**config.mk**
```make
export PLATFORM = sky130hd
export DESIGN_NAME = branch_predictor
export DESIGN_NICKNAME = d
export VERILOG_FILES = /design/src/rtl/branch_predictor.sv
export SDC_FILE = /design/constraint.sdc
export NUM_CORES = 2
export LEC_CHECK = 0
export ABC_AREA = 1
export CELL_PAD_IN_SITES_DETAIL_PLACEMENT = 1
export CELL_PAD_IN_SITES_GLOBAL_PLACEMENT = 2
export CORE_ASPECT_RATIO = 0.5
export CORE_MARGIN = 4
export CORE_UTILIZATION = 44
export DETAILED_ROUTE_END_ITERATION = 6
export PLACE_DENSITY = 0.79
export SLEW_MARGIN = 10
export SYNTH_ARGS = -nofsm -noshare
export SYNTH_HDL_FRONTEND = slang
export SYNTH_SLANG_ARGS = --single-unit
```
**constraint.sdc**
```tcl
create_clock -name clk -period 8.16 [get_ports clk]
set_input_delay 1.632 -clock clk [delete_from_list [all_inputs] [get_ports clk]]
set_output_delay 1.632 -clock clk [all_outputs]
set_load 0.05 [all_outputs]
```
**src/rtl/branch_predictor.sv**
```systemverilog
// Dynamic branch predictor: direct-mapped BTB plus saturating counter table,
// bimodal or gshare indexed, with an init sweep after reset and saturating stats.
module branch_predictor #(
    parameter int ENTRIES = 64,
    parameter int ADDR_W  = 32,
    parameter int CTR_W   = 2,
    parameter int MODE    = 0,
    parameter int GHR_W   = 4
) (
    input  logic              clk,
    input  logic              rst,
    output logic              ready,
    input  logic              lk_valid,
    input  logic [ADDR_W-1:0] lk_pc,
    output logic              pred_hit,
    output logic              pred_taken,
    output logic [ADDR_W-1:0] pred_target,
    output logic [GHR_W-1:0]  pred_ghr,
    input  logic              upd_valid,
    input  logic [ADDR_W-1:0] upd_pc,
    input  logic              upd_cond,
    input  logic              upd_taken,
    input  logic [ADDR_W-1:0] upd_target,
    input  logic [GHR_W-1:0]  upd_ghr,
    input  logic              upd_mispredict,
    output logic [31:0]       stat_lookups,
    output logic [31:0]       stat_mispredicts
);

    localparam int IW    = $clog2(ENTRIES);
    localparam int TAG_W = ADDR_W - IW - 2;
    localparam logic [CTR_W-1:0] CTR_MAX = '1;
    localparam logic [CTR_W-1:0] CTR_WNT = CTR_W'((1 << (CTR_W - 1)) - 1);

    typedef enum logic {S_INIT, S_RUN} state_t;

    state_t         state_q, state_d;
    logic [IW-1:0]  ptr_q;
    logic [GHR_W-1:0] ghr_q;

    logic              valid_mem [ENTRIES];
    logic [TAG_W-1:0]  tag_mem   [ENTRIES];
    logic [ADDR_W-1:0] tgt_mem   [ENTRIES];
    logic [CTR_W-1:0]  ctr_mem   [ENTRIES];

    logic [IW-1:0]    lk_idx, lk_cidx;
    logic [TAG_W-1:0] lk_tag;
    logic [CTR_W-1:0] lk_ctr;

    logic [IW-1:0]    upd_idx, upd_cidx;
    logic [TAG_W-1:0] upd_tag;
    logic [CTR_W-1:0] ctr_cur, ctr_nxt;
    logic             upd_en;
    logic [GHR_W:0]   ghr_shift;

    logic unused_pc_bits;
    assign unused_pc_bits = ^{lk_pc[1:0], upd_pc[1:0]};

    // ---------------- FSM ----------------
    always_ff @(posedge clk) begin
        if (rst) begin
            state_q <= S_INIT;
            ptr_q   <= '0;
        end else begin
            state_q <= state_d;
            if (state_q == S_INIT)
                ptr_q <= ptr_q + IW'(1);
        end
    end

    always_comb begin
        state_d = state_q;
        case (state_q)
            S_INIT:  if (ptr_q == IW'(ENTRIES - 1)) state_d = S_RUN;
            S_RUN:   state_d = S_RUN;
            default: state_d = S_INIT;
        endcase
    end

    assign ready = (state_q == S_RUN);

    // ---------------- Lookup (combinational) ----------------
    always_comb begin
        lk_idx  = lk_pc[IW+1:2];
        lk_tag  = lk_pc[ADDR_W-1:IW+2];
        lk_cidx = (MODE == 1) ? (lk_idx ^ IW'(ghr_q)) : lk_idx;
        lk_ctr  = ctr_mem[lk_cidx];
        pred_hit    = ready & lk_valid & valid_mem[lk_idx] & (tag_mem[lk_idx] == lk_tag);
        pred_taken  = pred_hit & lk_ctr[CTR_W-1];
        pred_target = pred_hit ? tgt_mem[lk_idx] : (lk_pc + ADDR_W'(4));
    end

    assign pred_ghr = ghr_q;

    // ---------------- Update ----------------
    // Counter index uses the history carried with the instruction, not the live ghr.
    always_comb begin
        upd_en   = ready & upd_valid;
        upd_idx  = upd_pc[IW+1:2];
        upd_tag  = upd_pc[ADDR_W-1:IW+2];
        upd_cidx = (MODE == 1) ? (upd_idx ^ IW'(upd_ghr)) : upd_idx;
        ctr_cur  = ctr_mem[upd_cidx];
        ctr_nxt  = ctr_cur;
        if (!upd_cond)
            ctr_nxt = CTR_MAX;
        else if (upd_taken)
            ctr_nxt = (ctr_cur == CTR_MAX) ? ctr_cur : ctr_cur + CTR_W'(1);
        else
            ctr_nxt = (ctr_cur == '0) ? ctr_cur : ctr_cur - CTR_W'(1);
        ghr_shift = {ghr_q, upd_taken};
    end

    always_ff @(posedge clk) begin
        if (!rst) begin
            if (state_q == S_INIT) begin
                valid_mem[ptr_q] <= 1'b0;
                ctr_mem[ptr_q]   <= CTR_WNT;
            end else if (upd_en) begin
                ctr_mem[upd_cidx] <= ctr_nxt;
                if (upd_taken) begin
                    valid_mem[upd_idx] <= 1'b1;
                    tag_mem[upd_idx]   <= upd_tag;
                    tgt_mem[upd_idx]   <= upd_target;
                end
            end
        end
    end

    always_ff @(posedge clk) begin
        if (rst)
            ghr_q <= '0;
        else if (upd_en && (MODE == 1) && upd_cond)
            ghr_q <= ghr_shift[GHR_W-1:0];
    end

    // ---------------- Statistics ----------------
    always_ff @(posedge clk) begin
        if (rst) begin
            stat_lookups     <= '0;
            stat_mispredicts <= '0;
        end else begin
            if (ready && lk_valid && (stat_lookups != '1))
                stat_lookups <= stat_lookups + 32'd1;
            if (upd_en && upd_mispredict && (stat_mispredicts != '1))
                stat_mispredicts <= stat_mispredicts + 32'd1;
        end
    end

endmodule

```
# Word-level counts from Yosys, hierarchy flattened

Memories as Yosys holds them, arrays and structs flattened.
Index checks and enable logic that the tools add are counted.

Register bits: 71
Memory bits (writable): 3,776
Output and inout port bits: 103
Logic and storage cells: 57
Memories: 4

$add $sub $neg: 6
Eq/ne operators: 5
Muxes and demuxes: 25
Bitwise gates (word level): 6
Reduce and logical (&&, ||, !) cells: 7

Memory list:

| memory    | depth | bits a word | rd ports | clocked after memory_dff | wr ports | line | RTL |
|---|---|---|---|---|---|---|---|
| tgt_mem   | 64    | 32          | 1        | 0                        | 1        | 43   | `logic [ADDR_W-1:0] tgt_mem [ENTRIES];` |
| tag_mem   | 64    | 24          | 1        | 0                        | 1        | 42   | `logic [TAG_W-1:0] tag_mem [ENTRIES];` |
| ctr_mem   | 64    | 2           | 2        | 0                        | 1        | 44   | `logic [CTR_W-1:0] ctr_mem [ENTRIES];` |
| valid_mem | 64    | 1           | 1        | 0                        | 1        | 41   | `logic valid_mem [ENTRIES];` |

Operator list:

| kind                                                               | count |
|---|---|
| 32-bit by 1-bit adder with 32-bit output, second input constant    | 2 |
| 32-bit inequality test, second input constant                      | 2 |
| 32-bit by 3-bit adder with 32-bit output, second input constant    | 1 |
| 32-bit 2-to-1 mux                                                  | 1 |
| 24-bit == test                                                     | 1 |
| 1-bit 2-to-1 mux                                                   | 16 |
| 6-bit 2-to-1 mux                                                   | 2 |
| 2-bit 2-to-1 mux                                                   | 5 |
| 6-bit by 1-bit adder with 6-bit output, second input constant      | 1 |
| 6-bit == test, second input constant                               | 1 |
| 1-bit AND                                                          | 5 |
| 1-bit logical AND                                                  | 4 |
| 2-bit by 1-bit adder with 2-bit output, second input constant      | 1 |
| 2-bit == test, second input constant                               | 1 |
| 2-bit logical NOT                                                  | 1 |
| 1-bit case mux with 2 select lines                                 | 1 |
| 2-bit OR reduction                                                 | 1 |
| 2-bit by 1-bit subtractor with 2-bit output, second input constant | 1 |
| 1-bit NOT                                                          | 1 |
| 1-bit OR reduction                                                 | 1 |

# Logic depth before layout (Yosys ltp)

Depth after elaboration: 7
Depth in mapped cells: 29

# Worst setup path before layout

OpenSTA, ideal clock, no wires.

Kind: in2reg
From: input port rst
To: memory tag_mem[0][0] in the netlist's numbering (enable)
Library setup time: 470 ps
Arrival: 5,677 ps
Path slack: 2,012 ps
Stages: 7
Cells stage by stage: clkbuf_1 > nor2_1 > nand2_1 > clkbuf_1 > clkinv_1 > nand2_1 > nor2_1

Word-level cells in the longest chain between the ends: 2

Ends and longest elaborated chain:

| element                                | line | RTL |
|---|---|---|
| from (decl)                            | 11   | `input logic rst,` |
| 1-bit 2-to-1 mux                       | 114  | `if (!rst) begin` |
| 1-bit 2-to-1 mux (implied by the code) | 122  | `tag_mem[upd_idx] <= upd_tag;` |
| to (decl)                              | 42   |  |

No other way between the ends.

# Worst setup path after layout

From: input port lk_pc[5]
To: output port pred_target[7]

Word-level cells in the longest chain between the ends: 4
Elaborated cells on any way between the ends: 8

Ends and longest elaborated chain:

| element                                                                  | line | RTL |
|---|---|---|
| from (decl)                                                              | 14   | `input logic [ADDR_W-1:0] lk_pc,` |
| memory read 64 x 24 bit / memory read 64 x 1 bit (equally long branches) | -    |  |
| 24-bit == test / 1-bit AND (equally long branches)                       | 88   | `pred_hit = ready & lk_valid & valid_mem[lk_idx] & (tag_mem[lk_idx] == lk_tag);` |
| 1-bit AND                                                                | 88   |  |
| 32-bit 2-to-1 mux (*)                                                    | 90   | `pred_target = pred_hit ? tgt_mem[lk_idx] : (lk_pc + ADDR_W'(4));` |
| to (decl)                                                                | 17   | `output logic [ADDR_W-1:0] pred_target,` |

Every way passes the cells marked *; elsewhere a longest branch is shown, timed or not.

==> summary.txt <==
Critical path
  – Setup Crit Path Kind: in2out
  – Critical-path top delay cell: clkdlybuf4s50_1
  – Critical Path RT: 6.53 ns
  – Worst setup EP type: primary output
  – Worst path max stage delay: 0.46 ns
  – CP startpoint: lk_pc[5]
  – Critical Path Fanout Max: 32
  – Worst-path cell chain: clkdlybuf4s50_1 -> buf_4 -> nand2_2 -> inv_8 -> buf_12 -> nand2_1 -> a21oi_1 -> nor2_1 -> nand2_1 -> nand3_1 -> nand2_1 -> buf_4 -> nand2_1 -> nor2_1 -> nand2_1 -> nor2_1 -> nand3_1 -> nor2_4 -> o21ai_1 -> buf_4 -> nand2_1 -> buf_4 -> buf_12
  – Setup crit start kind: input pin
  – RR Startpoint: ready
  – Buffer and inverter count on the worst path: 8
  – Critical Path AT: 6.15 ns
  – CP top delay family: buffers and inverters
  – Top cell by count, worst path: nand2_1

Clock network
  – Longest Clk Path Bufs: 4
  – Post_cts resized: 0
  – TritonCTS buffer count: 353
  – # hold bufs at CTS: 0
  – Clock-pin slew on the worst setup and hold paths: around 0.06 ns
  – CTS root buf: clkbuf_16
  – Num Clock Sinks: 3,847
  – CTS tree: built
  – Setup bufs post-CTS: 0
  – Clk_lat worst skew: between 0.9 and 1 ns
  – CTS H-tree depth: 5

Timing
  – RSZ-0062 raised after global routing: no
  – Final TNS setup: 0 ns
  – # setup viols final: 0
  – Minimum clock period: 7.78 ns
  – Slew Viols, Final: 0
  – Final Hold Vio Count: 0
  – Slew of the pin with the lowest slew margin: 1.30 ns
  – Worst setup margin: 0.380 ns
  – Worst slew margin: 0.130
  – Fmax: 0.129 GHz
  – Final period util: 0.953
  – Worst Skew: 0.0436 ns

Floorplanning
  – Standard-cell rows: between 150 and 200
  – Initial Util: 0.444
  – Total Die Area: 367,000 sq um
  – Die Y-Extent: about 430 um
  – I/O pins: 210
  – Core area: about 350,000 sq um
  – Die width: 853 um

GRT
  – Initial antenna violation count: 51
  – First-pass GRT wire length: approximately 800,000 um
  – Top Usage Layer GRT: met2
  – Gr usage total: 0.298
  – Met1 Usage GRT: 0.424
  – Met3 Usage GRT: 0.0527
  – GR Util met2: 0.462
  – Vias in the first global route: 110,872
  – Largest net degree at the start of global routing: around 200
  – GRT Residual Overflow: 0

Layout
  – Most frequent cells in the layout: edfxtp_1 (3,776), nand2_1 (2,458), nor2_1 (1,958)
  – Multi-input logic area: about 36,000 sq um
  – Commonest non-fill, non-tap cell in the layout: edfxtp_1
  – Fraction of layout cells with a size suffix above 1: 0.0756
  – Layout Utilization: 0.501
  – Fillers: 36,352
  – Final net count: ~14,000
  – Area delta synth->final: 12.9%
  – Register area: 115,000 sq um

Route
  – DR vias: 111,024
  – DR WL/cell: 30.4 um
  – Drt pass-1 iters: 5
  – Avg Vias per Cell: between 6 and 7
  – Post-Route WL: 561,000 um
  – Post-route ant nets: 0
  – DRC errors left: 0
  – DR iter-0 viols: 15,520

Place
  – PortBufs: 199
  – GPL Wtd Cong: 0.869
  – Pre-CTS setup slack: about 0.49 ns
  – HPWL after detailed placement: 308,000 um

Synth
  – Synthesized flop and latch total: 3,847
  – Post-synth EDFFs: between 3,000 and 4,000
  – Synthesized area: 157,000 sq um
  – Top FF cell, synth: edfxtp_1
  – Sequential fraction of the synthesis area: 0.731
  – Syn. warnings: 0
  – Gate Count Post-Synth: approximately 13,000
  – Mean Syn Cell Area: 11.8 sq um
  – Yosys cell types: 50
  – Ys async rst share: 0

Min path
  – Hold path start: stat_mispredicts[30]
  – Hold Path Class: reg2reg

Job
  – Max-cap violations: 0

Power and ir drop
  – PD cells: 231 nW/um^2
  – LEAKAGE: just over 0.06 uW
  – Maximum vdd drop: 0.167 mV

Status
  – Status: finished, final reports clean
[path summary, 6_finish.rpt]
check | depth (start not counted) | endpoint | slack, ns
worst min-delay path | 1 | stat_mispredicts[30] | 0.48
worst max register to register | 9 | tag_mem[53][21] | 3.21
worst max-delay path | 23 | pred_target[7] | 0.38
worst min register to register | 1 | stat_mispredicts[30] | 0.48
[metrics by stage]
stage / cell area [sq um] / total power, uW / instances / hold slack [ns]
CTS: 177000 / 41000 / 18431 / 0.482
detailed placement: 166000 / 24600 / 17806 / 0.470
global route: 177000 / 42100 / 18442 / 0.502
finish: 177000 / 40900 / 18450 / 0.477
floorplan: 157000 / 23400 / 13292 / 0.457
global placement: 166000 / 24500 / 17806 / 0.461
[state kept, by name, summed over array words and instances (netlist names)]
name,flops
stat_lookups,32
tgt_mem,2048
ready,1
valid_mem,64
stat_mispredicts,32
ctr_mem,128
ptr_q,6
tag_mem,1536
[power by group]
group	leakage [uW]	internal [uW]	switching [uW]	total, uW
Combinational	0.0209	638	1920	2560
Clock	0.00541	9090	7600	16700
Sequential	0.0349	21700	1.71	21700
Total	0.0612	31400	9520	40900
[final cells by class]
class | count | area share
antenna | 18 | 0.000254
clock buffer | 438 | 0.0525
clock inverter | 187 | 0.0100
inverter | 718 | 0.0155
multi-input combinational | 7921 | 0.206
sequential | 3847 | 0.648
tap | 4758 | 0.0336
timing repair buffer | 563 | 0.0347
[kinds of logic (layout without fill, tap and decap cells)]
kind of cell | count (synthesis) | in the layout | synth area share
compound gates | 2323 | 2323 | 0.0845
xor+xnor | 34 | 34 | 0.00190
fa+ha+maj | 4 | 4 | 0.000319
buf+inv | 1524 | 1906 | 0.0399
flops | 3847 | 3847 | 0.731
other cells | 1 | 22 | 0.0000239
simple gates | 5556 | 5556 | 0.142
[cells in the mapped netlist, types with 26 or more instances]
library cell | n | area share
nand2_1 | 2459 | 0.059
inv_1 | 700 | 0.017
dfxtp_1 | 71 | 0.0090
nand4_1 | 55 | 0.0022
o21ai_1 | 30 | 0.00096
o22ai_1 | 304 | 0.012
o211ai_1 | 75 | 0.0036
edfxtp_1 | 3776 | 0.72
buf_4 | 60 | 0.0029
xor2_1 | 33 | 0.0018
nor2_1 | 2024 | 0.048
buf_1 | 78 | 0.0019
buf_2 | 170 | 0.0054
a22oi_1 | 26 | 0.0012
nand3_1 | 905 | 0.029
clkbuf_1 | 483 | 0.012
o221ai_1 | 213 | 0.012
a21oi_1 | 200 | 0.0064
nor3_1 | 56 | 0.0018
o21ai_0 | 1410 | 0.045
[layer usage]
metal,wire length [um],part of all wire
met1,232000,0.41
met2,254000,0.45
met3,53500,0.095
met4,21900,0.039
met5,103,0.00018
(Power assumes the default switching activity.)
